File: src/rtl/slowframe_rx_detect_if.sv
// RX byte-stream bundle from the MAC into the slow-down frame detector.
interface slowframe_rx_detect_if;
  logic [7:0] RxData;
  logic       RxValid;
  logic       RxLast;
  logic       RxError;

  modport master (
    output RxData,
    output RxValid,
    output RxLast,
    output RxError
  );

  modport slave (
    input RxData,
    input RxValid,
    input RxLast,
    input RxError
  );
endinterface

File: src/rtl/slowframe_rx_detect.sv
// Recognises host slow-down control frames in the RX byte stream, latches the
// requested FIFO fill amount and stretches a request level towards the
// slow-down generator, with a one-cycle gap between back-to-back requests.
module slowframe_rx_detect #(
  parameter logic [47:0] DEST_MAC   = 48'h6C_B3_11_52_A3_AF,
  parameter logic [15:0] ETHER_TYPE = 16'h005C,
  parameter logic [31:0] SLOW_MAGIC = 32'h534C4F57,
  parameter int unsigned STRETCH    = 16
) (
  input  logic                 clk,
  input  logic                 reset,
  slowframe_rx_detect_if.slave rx,
  output logic                 HostRequestSlowDown,
  output logic [31:0]          HostFiFoFillAmt,
  output logic [15:0]          FramesAccepted,
  output logic [15:0]          FramesRejected
);

  localparam int unsigned CntW = $clog2(STRETCH);
  localparam logic [CntW-1:0] StretchLoad = CntW'(STRETCH - 1);

  typedef enum logic [1:0] {ParseHdr, ParsePayld, ParseDrop} parseState_t;
  typedef enum logic [1:0] {OutIdle, OutAssert, OutGap} outState_t;

  parseState_t parseQ, parseD;
  outState_t   outQ, outD;
  logic [10:0] idxQ, idxD;
  logic        destHitQ, destHitD;
  logic        bcastHitQ, bcastHitD;
  logic [31:0] shadowQ, shadowD;
  logic [CntW-1:0] cntQ, cntD;
  logic [7:0]  expByte;
  logic        byteBad;
  logic        accept;
  logic        reject;

  // Reference byte for the header/magic positions of the current index.
  always_comb begin
    expByte = 8'h00;
    case (idxQ)
      11'd0:   expByte = DEST_MAC[47:40];
      11'd1:   expByte = DEST_MAC[39:32];
      11'd2:   expByte = DEST_MAC[31:24];
      11'd3:   expByte = DEST_MAC[23:16];
      11'd4:   expByte = DEST_MAC[15:8];
      11'd5:   expByte = DEST_MAC[7:0];
      11'd12:  expByte = ETHER_TYPE[15:8];
      11'd13:  expByte = ETHER_TYPE[7:0];
      11'd14:  expByte = SLOW_MAGIC[31:24];
      11'd15:  expByte = SLOW_MAGIC[23:16];
      11'd16:  expByte = SLOW_MAGIC[15:8];
      11'd17:  expByte = SLOW_MAGIC[7:0];
      default: expByte = 8'h00;
    endcase
  end

  // Parse FSM next state, byte index, destination match tracking, fill shadow.
  always_comb begin
    parseD    = parseQ;
    idxD      = idxQ;
    destHitD  = destHitQ;
    bcastHitD = bcastHitQ;
    shadowD   = shadowQ;
    byteBad   = 1'b0;
    if (rx.RxValid) begin
      idxD = (idxQ == 11'h7FF) ? idxQ : idxQ + 11'd1;
      case (parseQ)
        ParseHdr: begin
          if (idxQ < 11'd6) begin
            // Unicast and broadcast are tracked separately so a mixed address fails.
            destHitD  = ((idxQ == 11'd0) | destHitQ) & (rx.RxData == expByte);
            bcastHitD = ((idxQ == 11'd0) | bcastHitQ) & (rx.RxData == 8'hFF);
            byteBad   = ~destHitD & ~bcastHitD;
          end else if (idxQ == 11'd12 || idxQ == 11'd13) begin
            byteBad = (rx.RxData != expByte);
            if (!byteBad && idxQ == 11'd13) parseD = ParsePayld;
          end
          if (byteBad) parseD = ParseDrop;
        end
        ParsePayld: begin
          if (idxQ >= 11'd14 && idxQ <= 11'd17) begin
            byteBad = (rx.RxData != expByte);
            if (byteBad) parseD = ParseDrop;
          end else if (idxQ >= 11'd18 && idxQ <= 11'd21) begin
            shadowD = {shadowQ[23:0], rx.RxData};
          end
        end
        ParseDrop: ;
        default: parseD = ParseHdr;
      endcase
      if (rx.RxLast) begin
        idxD   = 11'd0;
        parseD = ParseHdr;
      end
    end
  end

  assign accept = rx.RxValid & rx.RxLast & (parseQ != ParseDrop) & ~byteBad & ~rx.RxError &
                  (idxQ >= 11'd21);
  assign reject = rx.RxValid & rx.RxLast & ~accept;

  // Output FSM: stretch the request; a new accept while asserted forces a one-cycle gap.
  always_comb begin
    outD = outQ;
    cntD = cntQ;
    case (outQ)
      OutIdle: begin
        if (accept) begin
          outD = OutAssert;
          cntD = StretchLoad;
        end
      end
      OutAssert: begin
        if (accept) begin
          outD = OutGap;
        end else if (cntQ == '0) begin
          outD = OutIdle;
        end else begin
          cntD = cntQ - 1'b1;
        end
      end
      OutGap: begin
        outD = OutAssert;
        cntD = StretchLoad;
      end
      default: outD = OutIdle;
    endcase
  end

  assign HostRequestSlowDown = (outQ == OutAssert);

  // State registers for both FSMs and the parse datapath.
  always_ff @(posedge clk or posedge reset) begin
    if (reset) begin
      parseQ    <= ParseHdr;
      outQ      <= OutIdle;
      idxQ      <= 11'd0;
      destHitQ  <= 1'b0;
      bcastHitQ <= 1'b0;
      shadowQ   <= 32'h0;
      cntQ      <= '0;
    end else begin
      parseQ    <= parseD;
      outQ      <= outD;
      idxQ      <= idxD;
      destHitQ  <= destHitD;
      bcastHitQ <= bcastHitD;
      shadowQ   <= shadowD;
      cntQ      <= cntD;
    end
  end

  // Fill amount and frame counters update on the edge closing the last byte.
  always_ff @(posedge clk or posedge reset) begin
    if (reset) begin
      HostFiFoFillAmt <= 32'h0;
      FramesAccepted  <= 16'h0;
      FramesRejected  <= 16'h0;
    end else begin
      if (accept) begin
        HostFiFoFillAmt <= shadowD;
        FramesAccepted  <= FramesAccepted + 16'd1;
      end
      if (reject) FramesRejected <= FramesRejected + 16'd1;
    end
  end

endmodule

File: src/flat_wrapper.sv
// flat-port wrapper written by rule: the top's interface ports become plain ports
module slowframe_rx_detect_flat 
#(
  parameter logic [47:0] DEST_MAC   = 48'h6C_B3_11_52_A3_AF,
  parameter logic [15:0] ETHER_TYPE = 16'h005C,
  parameter logic [31:0] SLOW_MAGIC = 32'h534C4F57,
  parameter int unsigned STRETCH    = 16
)
  (clk, reset, HostRequestSlowDown, HostFiFoFillAmt, FramesAccepted, FramesRejected, rx_RxData, rx_RxValid, rx_RxLast, rx_RxError);
  slowframe_rx_detect_if rx_i ();
  input  logic clk;
  input  logic reset;
  output logic HostRequestSlowDown;
  output logic [31:0] HostFiFoFillAmt;
  output logic [15:0] FramesAccepted;
  output logic [15:0] FramesRejected;
  input wire logic [$bits(rx_i.RxData)-1:0] rx_RxData;
  input wire logic [$bits(rx_i.RxValid)-1:0] rx_RxValid;
  input wire logic [$bits(rx_i.RxLast)-1:0] rx_RxLast;
  input wire logic [$bits(rx_i.RxError)-1:0] rx_RxError;
  assign rx_i.RxData = rx_RxData;
  assign rx_i.RxValid = rx_RxValid;
  assign rx_i.RxLast = rx_RxLast;
  assign rx_i.RxError = rx_RxError;
  slowframe_rx_detect #(.DEST_MAC(DEST_MAC), .ETHER_TYPE(ETHER_TYPE), .SLOW_MAGIC(SLOW_MAGIC), .STRETCH(STRETCH)) u_core (.clk(clk), .reset(reset), .rx(rx_i), .HostRequestSlowDown(HostRequestSlowDown), .HostFiFoFillAmt(HostFiFoFillAmt), .FramesAccepted(FramesAccepted), .FramesRejected(FramesRejected));
endmodule
File: config.mk
export PLATFORM = sky130hd
export DESIGN_NAME = slowframe_rx_detect_flat
export DESIGN_NICKNAME = d
export VERILOG_FILES = /design/src/rtl/slowframe_rx_detect_if.sv /design/src/rtl/slowframe_rx_detect.sv /design/src/flat_wrapper.sv
export SDC_FILE = /design/constraint.sdc
export NUM_CORES = 1
export LEC_CHECK = 0
export CORE_MARGIN = 1.5
export CORE_UTILIZATION = 59
export CTS_CLUSTER_DIAMETER = 50
export DETAILED_ROUTE_END_ITERATION = 16
export PLACE_DENSITY_LB_ADDON = 0.2
export SLEW_MARGIN = 10
export SYNTH_ARGS = -nofsm -noshare
export SYNTH_HDL_FRONTEND = slang
export SYNTH_SLANG_ARGS = --single-unit
File: constraint.sdc
create_clock -name clk -period 8.6 [get_ports clk]
set_input_delay 1.72 -clock clk [delete_from_list [all_inputs] [get_ports clk]]
set_output_delay 1.72 -clock clk [all_outputs]
set_load 0.03 [all_outputs]
# Word-level counts from Yosys, hierarchy flattened
# Memory sizes are Yosys's and may differ from the RTL's.
# Index checks and enable logic that the tools add are counted.
[word_totals] reg_bits=117 rom_bits=256 inputBits=13 mem_count=1
[classes] n_addsub=4 order_cmp=6 n_eq_ne=22 muxes=30 bitwise=16 reduce_logical=16
[memory_table] memory="(name not given)" depth=32 width=8 rd=1 rd_ports_with_merged_regs=0 wr=0 line="slowframe_rx_detect.sv:40" source="case (idxQ)"
[ops] op="2-to-1 mux 32 bit" n=4
[ops] op="adder 16 x 1 -> 16 bit (second input constant)" n=2
[ops] op="== test 11 x 4 -> 1 bit (second input constant)" n=2
[ops] op="greater-or-equal comparator 11 x 5 -> 1 bit (second input constant)" n=2
[ops] op="<= comparator 11 x 5 -> 1 bit (second input constant)" n=2
[ops] op="2-to-1 mux 11 bit" n=2
[ops] op="2-to-1 mux 2 bit" n=10
[ops] op="2-to-1 mux 4 bit" n=3
[ops] op="one-hot mux 2 bit (3 select lines)" n=2
[ops] op="one-hot mux 4 bit (3 select lines)" n=1
[ops] op="adder 11 x 1 -> 11 bit (second input constant)" n=1
[ops] op="== test 11 bit (second input constant)" n=1
[ops] op="greater-or-equal comparator 11 x 4 -> 1 bit (second input constant)" n=1
[ops] op="logical NOT 11 bit" n=1
[ops] op="less-than comparator 11 x 3 -> 1 bit (second input constant)" n=1
[ops] op="!= test 2 bit (second input constant)" n=5
[ops] op="bitwise AND 1 bit" n=9
[ops] op="== test 8 bit" n=1
[ops] op="== test 8 bit (second input constant)" n=1
[ops] op="2-to-1 mux 8 bit" n=1
[ops] op="!= test 4 x 2 -> 1 bit (second input constant)" n=2
[ops] op="!= test 8 bit" n=1
[ops] op="AND reduction 7 bit" n=1
[ops] op="logical NOT 6 bit" n=1
[ops] op="other kinds (20)" n=37

# Logic depth before layout (Yosys ltp)
# Gate-level depths: netlist of the first run.
[depth] depth_word=17 depth_mapped=12 depth_no_buf=8

# Least setup slack after synthesis of the first run
# Ideal clock, no wire load.
[synth_path] kind="input to register" startpoint="input port rx_RxData[2]" endpoint="register u_core.parseQ[0]" setup_time_ns=0.103 arrival_ns=3.424 required_time_ns=8.497 setup_slack_ns=5.072 cell_stages=6 path_cell_list="or2_2 -> or4_1 -> o22ai_1 -> a211o_2 -> or4b_4 -> o41ai_2"
[synth_between] elab_chain_len=10 elab_cells_between_ends=22 cone_classes="eq/ne: 7; mux: 7; bitwise: 5; reduce/logical: 3"
[synth_lines] element="start: declaration" line="flat_wrapper.sv:17" source="input wire logic [$bits(rx_i.RxData)-1:0] rx_RxData;"
[synth_lines] element="== test 8 bit (on tied branches)" line="slowframe_rx_detect.sv:71, slowframe_rx_detect.sv:72"
[synth_lines] element="bitwise AND 1 bit (on tied branches)" line="slowframe_rx_detect.sv:71, slowframe_rx_detect.sv:72"
[synth_lines] element="inverter 1 bit" line="slowframe_rx_detect.sv:73" source="byteBad = ~destHitD & ~bcastHitD;"
[synth_lines] element="bitwise AND 1 bit" line="slowframe_rx_detect.sv:73"
[synth_lines] element="2-to-1 mux 1 bit" line="slowframe_rx_detect.sv:69" source="if (idxQ < 11'd6) begin"
[synth_lines] element="2-to-1 mux 1 bit" line="slowframe_rx_detect.sv:67" source="case (parseQ)"
[synth_lines] element="2-to-1 mux 1 bit" line="slowframe_rx_detect.sv:65" source="if (rx.RxValid) begin"
[synth_lines] element="2-to-1 mux 2 bit" line="slowframe_rx_detect.sv:78" source="if (byteBad) parseD = ParseDrop;"
[synth_lines] element="one-hot mux 2 bit (3 select lines)" line="slowframe_rx_detect.sv:67"
[synth_lines] element="2-to-1 mux 2 bit" line="slowframe_rx_detect.sv:91" source="if (rx.RxLast) begin"
[synth_lines] element="end signal: assignment" line="slowframe_rx_detect.sv:135" source="parseQ <= ParseHdr;"
[synth_lines] element="end signal: assignment" line="slowframe_rx_detect.sv:143" source="parseQ <= parseD;"
[synth_lines] element="end: declaration" line="slowframe_rx_detect.sv:25" source="parseState_t parseQ, parseD;"
# Parallel ways exist; a longest one is shown, timed or not. The select of a mux whose other input is x is not followed.
# A chain may end at the register's enable or synchronous reset.

# Worst setup path in the final report of the first run
[layout_path] startpoint="input port rx_RxValid" endpoint="register u_core.HostFiFoFillAmt[1]"
[layout_between] elab_cells_between_ends=8 cone_classes="mux: 2; bitwise: 6"
[layout_rtl] element="start: declaration" line="flat_wrapper.sv:18" source="input wire logic [$bits(rx_i.RxValid)-1:0] rx_RxValid;"
[layout_rtl] element="2-to-1 mux 32 bit" line="slowframe_rx_detect.sv:65"
[layout_rtl] element="via u_core.shadowD[1]" line="slowframe_rx_detect.sv:30" source="logic [31:0] shadowQ, shadowD;"
[layout_rtl] element="end signal: assignment" line="slowframe_rx_detect.sv:161" source="HostFiFoFillAmt <= shadowD;"
[layout_rtl] element="end: declaration" line="slowframe_rx_detect.sv:14" source="output logic [31:0] HostFiFoFillAmt,"
# The timed path passes the listed nets, and every way through them passes these cells.

==> results.cfg, run 1 <==
[logic_synthesis]
syn-num-nets = 505
synthCells = 484
ys_types = 66
dominantRegCellSynth = sky130_fd_sc_hd__dfrtp_1
synth-compound-area-share_pct = 7.43
asyncSetResetFlopFracSynth_pct = 100
synth.mux.area_fraction_pct = 13.9
synth_top_family_by_area = simple AND/OR/NAND/NOR gates
synth_edf_count = 0
ys_warn_count = 0
synth_xor_area_share_pct = 6.27
post_synth_fa_ha_maj_area_fraction_pct = 1.79
synth_simple_gate_area_share_pct = 15.2
netlist_area_pre_place_sq_um = 5590
synth_sequential_area_ratio_pct = 52.4
postSynthAreaPerCell_sq_um = 11.6
post-synth-top-area-cell = sky130_fd_sc_hd__dfrtp_1
synth_top_area_share_pct = 52.4
post_synth_main_area_contributors = sky130_fd_sc_hd__dfrtp_1 52%, sky130_fd_sc_hd__mux2_2 13%, sky130_fd_sc_hd__xnor2_1 3.8%
synth_seq_cells = 117

[timing]
rsz_0062_raised_after_global_routing = false
max_freq_mhz = 253
timing_worst_slew_pin_value_ns = 0.967
fin_tns_setup_ns = 0
timing.clock.skew_ns = 0.0107
period_share_pct = 46.0
relSlewSlack_pct = 35.5
timing_max_transition_violations_final = 0
report.final.hold_viol_count = 0
setup-violations-final = 0
period_minus_slack_ns = 3.96

[power]
power.share.switching_pct = 27.7
clock_power_share_pct = 45.4
ir_drop_v = 0.000155
static_leakage_nw = 3.21
power.internal_mw = 1.12
power_density_nw_per_um2 = 221
netSwitchingPower_mw = 0.430
seq_power_share_pct = 40.4
comb_power_share_pct = 14.1

[global_route]
grt_util_all_layers_pct = 26.5
grt.overflow.total = 0
grt_antenna_before_repair = 0
grt_start_max_net_pins = 81
grt_first_pass_wirelength_mm = 20.4
via_count_of_the_first_global_routing_pass = 4246

[critical_path]
timing.critical_path.cells = clkdlybuf4s50_1 > nand2b_1 > nor4_1 > nand3_1 > mux2_2 > mux2_2
crit_path_capture_type = flop
register_to_register_path_depth = 7
critical-path-max-stage-delay_ns = 0.70
cp.arrival_ns = 4.36
worstPathRequired_ns = 9.00
critPathSlowestCell = sky130_fd_sc_hd__nand3_1
startpoint_class = input port
r2r_start = u_core.idxQ[1]$_DFFE_PP0P_
setup.reg_to_reg.worst_slack_ns = 5.23
timing.critical_path.mode_cell = sky130_fd_sc_hd__mux2_2
critPathKind = in -> reg
r2r_end = u_core.HostFiFoFillAmt[1]$_DFFE_PP0P_
critPathMaxFanout = 17

[floorplan]
dieWidth_microns = 100
floorplan.io_pins = 78
row_count = 35
die_y_microns = 100
die_area_sq_um = 10100
initial_core_utilization_pct = 60.8
core_region_area_sq_um = 9200

[worst_hold_path]
min_delay_path_depth = 1
holdPathEnd = u_core.FramesAccepted[15]$_DFFE_PP0P_
hp-start = u_core.FramesAccepted[15]$_DFFE_PP0P_
worstHoldPathType = reg -> reg

[routing]
antenna_left = 0
drt-pass1-iter-count = 5
totalWireLength_mm = 12.3
remaining_drc_errors = 0
first_iter_violations = 364
route.detailed.vias_per_inst = 6.00
detailroute.via_count = 4101
wl_per_cell_microns = 18.0

[clock_network]
tritoncts.num_buffers = 17
htree_levels = 4
ctsLongestPathBuffers = 2
cts.sinks = 117
postCtsSetupRepairBufs = 0
worst_skew_pair.late_latency_ns = 0.52
clockRootBuffer = sky130_fd_sc_hd__clkbuf_8
post_cts.resized_instances = 0
clkTransAtPathRegs_ns = 0.06
cts_tree = yes
cts-hold-fix-buffers = 0

[run_status]
run_status = complete, no violations

[job]
max_cap_viol_count = 0

[layout]
syn2layout_area_growth_pct = 25.5
layout.nets = 581
fin_util_pct = 76.3
antenna_cells_inserted = 0
mostFrequentLayoutCell = sky130_fd_sc_hd__dfrtp_1
post_route_cells_drive_above_1_share_pct = 19.9
final_cell_mix = 117 x sky130_fd_sc_hd__dfrtp_1, 77 x sky130_fd_sc_hd__clkdlybuf4s50_1, 67 x sky130_fd_sc_hd__mux2_2

[place]
detailedPlacementHpwl_mm = 8.06
place.port_buffers = 77
finalWeightedCongestion = 0.906
-- power by group through the flow --
stage | Sequential [mW] | Clock [mW] | Combinational (mW)
global route | 0.632 | 0.740 | 0.242
CTS | 0.626 | 0.714 | 0.220
finish | 0.627 | 0.705 | 0.220
detailed placement | 0.633 | 0 | 0.217
floorplan | 0.654 | 0 | 0.118
global placement | 0.632 | 0 | 0.208
-- how the worst max path moves through the flow --
stage               startpoint  slack, ns                                     end  cells after the start
floorplan                reset       3.78    u_core.FramesAccepted[0]$_DFFE_PP0P_                      1
global placement    rx_RxValid       4.16  u_core.HostFiFoFillAmt[24]$_DFFE_PP0P_                      6
detailed placement  rx_RxValid       4.11   u_core.HostFiFoFillAmt[1]$_DFFE_PP0P_                      6
CTS                 rx_RxValid       4.66   u_core.HostFiFoFillAmt[1]$_DFFE_PP0P_                      6
global route        rx_RxValid       4.49   u_core.HostFiFoFillAmt[1]$_DFFE_PP0P_                      6
finish              rx_RxValid       4.64   u_core.HostFiFoFillAmt[1]$_DFFE_PP0P_                      6
-- sequential cells by signal, summed over array words and instances, names as in the netlist --
| name | count |
|---|---|
| u_core.FramesAccepted | 16 |
| u_core.FramesRejected | 16 |
| u_core.HostFiFoFillAmt | 32 |
| u_core.bcastHitQ | 1 |
| u_core.cntQ | 4 |
| u_core.destHitQ | 1 |
| u_core.idxQ | 11 |
| u_core.outQ | 2 |
| u_core.parseQ | 2 |
| u_core.shadowQ | 32 |
-- stage by stage --
step / cells / instance area [sq um] / total power, mW / setup slack (ns) / hold slack [ns]
detailed placement: 652 / 6420 / 0.851 / 4.11 / 0.462
global placement: 652 / 6420 / 0.840 / 4.16 / 0.461
finish: 684 / 7020 / 1.55 / 4.64 / 0.468
CTS: 684 / 7020 / 1.56 / 4.66 / 0.475
global route: 684 / 7020 / 1.61 / 4.49 / 0.511
floorplan: 484 / 5590 / 0.772 / 3.78 / 0.451
-- cells by family after synthesis --
logic type / after synthesis
AOI/OAI and AO/OA: 56
xor gates and xnor gates: 40
adders and majority gates: 8
buffers and inverters: 40
DFF: 117
muxes: 69
and+or+nand+nor: 154
-- area by class of cell --
cell class | instances | area [sq um]
Multi-Input combinational cell | 327 | 2500
Fill cell | 598 | 2180
Sequential cell | 117 | 2930
Inverter | 18 | 70.1
Timing Repair Buffer | 79 | 786
Clock inverter | 14 | 176
Clock buffer | 18 | 418
Tap cell | 111 | 139
-- cell usage after synthesis (all sizes together) (4+ instances only) --
library cell,count
a21oi,6
a31oi,5
and2,4
and3,6
buf,11
clkbuf,11
dfrtp,117
ha,8
inv,18
mux2,67
nand2,23
nand2b,6
nand3,21
nand4,14
nor2,33
nor2b,4
nor3,15
nor4,7
o21ai,12
or4,4
xnor2,24
xor2,16
-- critical path: cells and delay by family --
| kind | cells | cell delay, ns |
|---|---|---|
| and+or+nand+nor | 3 | 1.19 |
| muxes | 2 | 0.84 |
| buffers and inverters | 1 | 0.60 |
-- per-layer routing --
metal | track usage, % | up-vias | wire (microns)
li1 | - | 1897 | -
met1 | 33.8 | 2047 | 5220
met2 | 43.6 | 133 | 6170
met3 | 5.22 | 24 | 649
met4 | 12.7 | 0 | 243
met5 | 0 | - | 0
Power figures use the tool's default switching activity.
==> inputs of run 2 (changes only) <==
- CORE_UTILIZATION: 59 -> 55
- clock period: 8.6 -> 4 ns (I/O delays scaled with it)
==> run 2 against run 1 <==
Cell area grew 0.86%. Clock-buffer cell count is 1 lower. Clock power is 110% higher. Critical endpoint is now u_core.parseQ[0]$_DFFE_PP0P_. Largest cell class unchanged. Largest power group unchanged. Highest routed layer unchanged.
==> results.cfg, run 2 (same netlist as run 1, synthesis figures left out) <==
[clock_network]
cts_tree = yes
cts.sinks = 117
ctsLongestPathBuffers = 2
post_cts.resized_instances = 0
htree_levels = 4
clockRootBuffer = sky130_fd_sc_hd__clkbuf_8
worst_skew_pair.late_latency_ns = 0.51
tritoncts.num_buffers = 17
clkTransAtPathRegs_ns = 0.06
cts-hold-fix-buffers = 0
postCtsSetupRepairBufs = 0

[routing]
wl_per_cell_microns = 17.2
drt-pass1-iter-count = 4
first_iter_violations = 298
remaining_drc_errors = 0
antenna_left = 0
totalWireLength_mm = 12.2
detailroute.via_count = 4056
route.detailed.vias_per_inst = 5.71

[layout]
filler_cell_count = 717
final_cell_mix = 117 x sky130_fd_sc_hd__dfrtp_1, 77 x sky130_fd_sc_hd__clkdlybuf4s50_1, 67 x sky130_fd_sc_hd__mux2_2
syn2layout_area_growth_pct = 26.6
fin_util_pct = 72.1
largestRegisters = u_core.HostFiFoFillAmt: 32 flops, u_core.shadowQ: 32 flops
mostFrequentLayoutCell = sky130_fd_sc_hd__dfrtp_1
post_route_cells_drive_above_1_share_pct = 20.6
regArea_sq_um = 2930
layout.nets = 585
area_occupied_by_multi_input_gates_sq_um = 2500
antenna_cells_inserted = 0

[power]
power.internal_mw = 2.31
power.share.switching_pct = 29.5
comb_power_share_pct = 14.5
clock_power_share_pct = 44.6
netSwitchingPower_mw = 0.969
power_density_nw_per_um2 = 463
static_leakage_nw = 3.23
ir_drop_v = 0.000259
seq_power_share_pct = 40.9

[critical_path]
critical_path_start = u_core.idxQ[1]$_DFFE_PP0P_
timing.critical_path.max_delay_family = simple AND/OR/NAND/NOR gates
critPathSlowestCell = sky130_fd_sc_hd__or4b_4
r2r_end = u_core.parseQ[0]$_DFFE_PP0P_
register_to_register_path_depth = 8
path_buf_inv = 1
timing.critical_path.cells = inv_1 > ha_1 > mux2_2 > a21o_1 > or4_1 > o311a_1 > or4b_4 > o41ai_2
r2r_start = u_core.idxQ[1]$_DFFE_PP0P_
cp.arrival_ns = 3.58
startpoint_class = flop
critical-path-max-stage-delay_ns = 0.56
critPathKind = reg -> reg
critPathMaxFanout = 11
worst-path-stages = 8
crit_path_capture_type = flop
worstPathRequired_ns = 4.41
setup.reg_to_reg.worst_slack_ns = 0.83

[global_route]
via_count_of_the_first_global_routing_pass = 4068
grt_util_all_layers_pct = 23.9
grt.overflow.total = 0
grt_start_max_net_pins = 69
grt_antenna_before_repair = 0
grt_first_pass_wirelength_mm = 20.5

[floorplan]
row_count = 36
floorplan.io_pins = 78
core_region_area_sq_um = 9820
dieWidth_microns = 104
die_area_sq_um = 10800
initial_core_utilization_pct = 56.9
die_y_microns = 104

[worst_hold_path]
hp-start = u_core.FramesRejected[15]$_DFFE_PP0P_
holdPathEnd = u_core.FramesRejected[15]$_DFFE_PP0P_
min_delay_path_depth = 1
worstHoldPathType = reg -> reg

[timing]
timing_max_transition_violations_final = 0
timing.clock.skew_ns = 0.0118
report.final.hold_viol_count = 0
timing_worst_slew_pin_value_ns = 0.753
period_minus_slack_ns = 3.17
rsz_0062_raised_after_global_routing = false
fin_tns_setup_ns = 0
period_share_pct = 79.4
max_freq_mhz = 315
relSlewSlack_pct = 49.8
setup-violations-final = 0

[place]
place.port_buffers = 77
detailedPlacementHpwl_mm = 8.16
finalWeightedCongestion = 0.879

[run_status]
run_status = complete, no violations

[job]
max_cap_viol_count = 0
[run 2: changes by cell type in the layout (fill, tap and decap cells not counted), sizes merged]
cell    before  now
clkinv       6    2
clkbuf      18   17
bufinv       3    1
buf          2    6
inv         21   28
[run 2: per-layer routing]
metal  track usage (%)  vias to the layer above  share of wire (%)
li1                  -                     1908                  -
met1              32.5                     1991                 45
met2              38.2                      129                 48
met3              5.48                       28                5.0
met4              7.64                        0                2.0
met5                 0                        -                  0
[run 2: cell type report]
| class | count | area share (%) |
|---|---|---|
| Inverter | 18 | 0.990 |
| Clock inverter | 15 | 2.23 |
| Clock buffer | 17 | 5.85 |
| Multi-Input combinational cell | 327 | 35.3 |
| Timing Repair Buffer | 83 | 11.9 |
| Tap cell | 133 | 2.35 |
| Sequential cell | 117 | 41.4 |
[run 2: power groups by stage]
stage / Clock, mW / Combinational (mW) / Sequential [mW]
floorplan: 0 / 0.254 / 1.41
global placement: 0 / 0.460 / 1.36
detailed placement: 0 / 0.474 / 1.36
CTS: 1.48 / 0.476 / 1.34
global route: 1.54 / 0.525 / 1.35
finish: 1.46 / 0.476 / 1.34
[run 2: worst max-delay path by stage]
stage / endpoint / slack [ns]
floorplan: u_core.FramesAccepted[0]$_DFFE_PP0P_ / 0.1
global placement: u_core.parseQ[0]$_DFFE_PP0P_ / 0.85
finish: u_core.parseQ[0]$_DFFE_PP0P_ / 0.83
detailed placement: u_core.parseQ[0]$_DFFE_PP0P_ / 0.73
global route: u_core.parseQ[0]$_DFFE_PP0P_ / 0.69
CTS: u_core.parseQ[0]$_DFFE_PP0P_ / 0.86
[run 2: metrics by stage]
step                      power, mW  instances  cell area (sq um)  worst slack (ns)  hold slack, ns
after floorplan                1.66        484               5590            0.0992           0.451
after global placement         1.82        678               6500             0.850           0.459
after detailed placement       1.83        678               6500             0.726           0.463
after CTS                      3.30        710               7080             0.859           0.473
after global routing           3.42        710               7080             0.687           0.484
final                          3.28        710               7080             0.826           0.468
==> inputs of run 3 (changes only) <==
- clock period: 4 -> 3.3 ns (I/O delays scaled with it)
==> run 3 against run 2 <==
Worst hold slack got worse by 0.0027 ns. Global-route usage decreased by 0.23 points. Highest routed layer unchanged. Critical path depth unchanged. Core utilization increased by 0.46 points. Worst setup slack got worse by 0.35 ns. Maximum frequency increased by 12%. Clock power increased by 16%. Clock skew decreased by 0.0062 ns. Cell count increased by 1.1%. Routed wire length decreased by 1.2%.
==> results.cfg, run 3 (same netlist as run 1, synthesis figures left out) <==
[run_status]
run_status = complete, no violations

[global_route]
grt_antenna_before_repair = 0
grt_first_pass_wirelength_mm = 20.3
grt_start_max_net_pins = 70
grt_util_all_layers_pct = 23.7
grt.overflow.total = 0
via_count_of_the_first_global_routing_pass = 4197

[clock_network]
postCtsSetupRepairBufs = 0
post_cts.resized_instances = 0
tritoncts.num_buffers = 17
ctsLongestPathBuffers = 2
clockRootBuffer = sky130_fd_sc_hd__clkbuf_8
cts-hold-fix-buffers = 0
cts.sinks = 117
worst_skew_pair.late_latency_ns = 0.52
htree_levels = 4
clkTransAtPathRegs_ns = 0.06
cts_tree = yes

[routing]
remaining_drc_errors = 0
drt-pass1-iter-count = 5
antenna_left = 0
detailroute.via_count = 4106
route.detailed.vias_per_inst = 5.72
wl_per_cell_microns = 16.8
first_iter_violations = 303
totalWireLength_mm = 12.0

[layout]
final_cell_mix = 117 x sky130_fd_sc_hd__dfrtp_1, 77 x sky130_fd_sc_hd__clkdlybuf4s50_1, 67 x sky130_fd_sc_hd__mux2_2
final_design_area_no_fill_sq_um = 7120
post_route_cells_drive_above_1_share_pct = 21.5
antenna_cells_inserted = 0
mostFrequentLayoutCell = sky130_fd_sc_hd__dfrtp_1
filler_cell_count = 730
largestRegisters = u_core.HostFiFoFillAmt: 32 flops, u_core.shadowQ: 32 flops
final_cell_count_no_fill = 718
syn2layout_area_growth_pct = 27.4
layout.nets = 593
fin_util_pct = 72.5

[floorplan]
core_region_area_sq_um = 9820
initial_core_utilization_pct = 56.9
floorplan.io_pins = 78
die_y_microns = 104
die_area_sq_um = 10800
dieWidth_microns = 104
row_count = 36

[place]
detailedPlacementHpwl_mm = 8.36
finalWeightedCongestion = 0.949
pre_cts_slack_ns = 0.187
place_inst = 686
place.port_buffers = 77
post_dp_cell_area_sq_um = 6570

[critical_path]
startpoint_class = flop
crit_path_capture_type = flop
timing.critical_path.cells = inv_1 > ha_1 > and4b_1 > a311oi_2 > xnor2_1 > o311a_1 > or4b_4 > o41ai_2
critPathSlowestCell = sky130_fd_sc_hd__or4b_4
path_buf_inv = 1
timing.critical_path.max_delay_family = compound AO/OA/AOI/OAI gates
critPathKind = reg -> reg
cp.arrival_ns = 3.24
critical-path-max-stage-delay_ns = 0.57
worstPathRequired_ns = 3.71
critPathMaxFanout = 7

[timing]
fin_tns_setup_ns = 0
period_share_pct = 85.6
report.final.hold_viol_count = 0
rsz_0062_raised_after_global_routing = false
max_freq_mhz = 354
fin_hold_ws_ns = 0.465
setup-violations-final = 0
timing_max_transition_violations_final = 0
timing_worst_slew_pin_value_ns = 0.689
final_worst_setup_slack_ns = 0.476
timing.clock.skew_ns = 0.00559
relSlewSlack_pct = 53.6
period_minus_slack_ns = 2.82

[power]
ir_drop_v = 0.000391
static_leakage_nw = 3.25
power_density_nw_per_um2 = 549
fin_total_pwr_mw = 3.91

[worst_hold_path]
worstHoldPathType = reg -> reg

[job]
max_cap_viol_count = 0
[run 3: cell types whose count changed in the layout (fill, tap and decap cells not counted), moves of 2 or more]
cell,change
sky130_fd_sc_hd__clkinv_2,+2
sky130_fd_sc_hd__buf_4,+8
sky130_fd_sc_hd__inv_6,-4
sky130_fd_sc_hd__clkinv_4,+2
sky130_fd_sc_hd__inv_8,-3
sky130_fd_sc_hd__clkinvlp_4,+2
[run 3: where the power goes]
group	switching, mW	internal (mW)
clock network	0.668	1.02
registers	0.101	1.52
logic	0.337	0.261
[run 3: metal layers]
layer	up-vias	global-route usage, %	wire length (microns)
met5	-	0	0
met1	2047	30.8	5310
met4	0	9.82	235
met3	20	5.48	570
met2	123	38.4	5920
li1	1916	-	-
[run 3: final cells by class]
cell class | instances | area (sq um) | area share [%]
Timing Repair Buffer | 91 | 901 | 12.6
Inverter | 18 | 71.3 | 1.00
Sequential cell | 117 | 2930 | 41.1
Tap cell | 133 | 166 | 2.34
Multi-Input combinational cell | 327 | 2500 | 35.1
Clock inverter | 13 | 124 | 1.74
Clock buffer | 19 | 432 | 6.06
[run 3: path summary, 6_finish.rpt]
path	from	endpoint	slack, ns	cells after the start
hold reg to reg	u_core.FramesRejected[15]$_DFFE_PP0P_	u_core.FramesRejected[15]$_DFFE_PP0P_	0.47	1
hold / removal	u_core.FramesRejected[15]$_DFFE_PP0P_	u_core.FramesRejected[15]$_DFFE_PP0P_	0.47	1
max in group asynchronous	reset	u_core.FramesAccepted[10]$_DFFE_PP0P_	2.07	3
setup / recovery	u_core.idxQ[1]$_DFFE_PP0P_	u_core.parseQ[0]$_DFFE_PP0P_	0.48	8
min in group asynchronous	reset	u_core.FramesRejected[12]$_DFFE_PP0P_	0.48	2
setup reg to reg	u_core.idxQ[1]$_DFFE_PP0P_	u_core.parseQ[0]$_DFFE_PP0P_	0.48	8
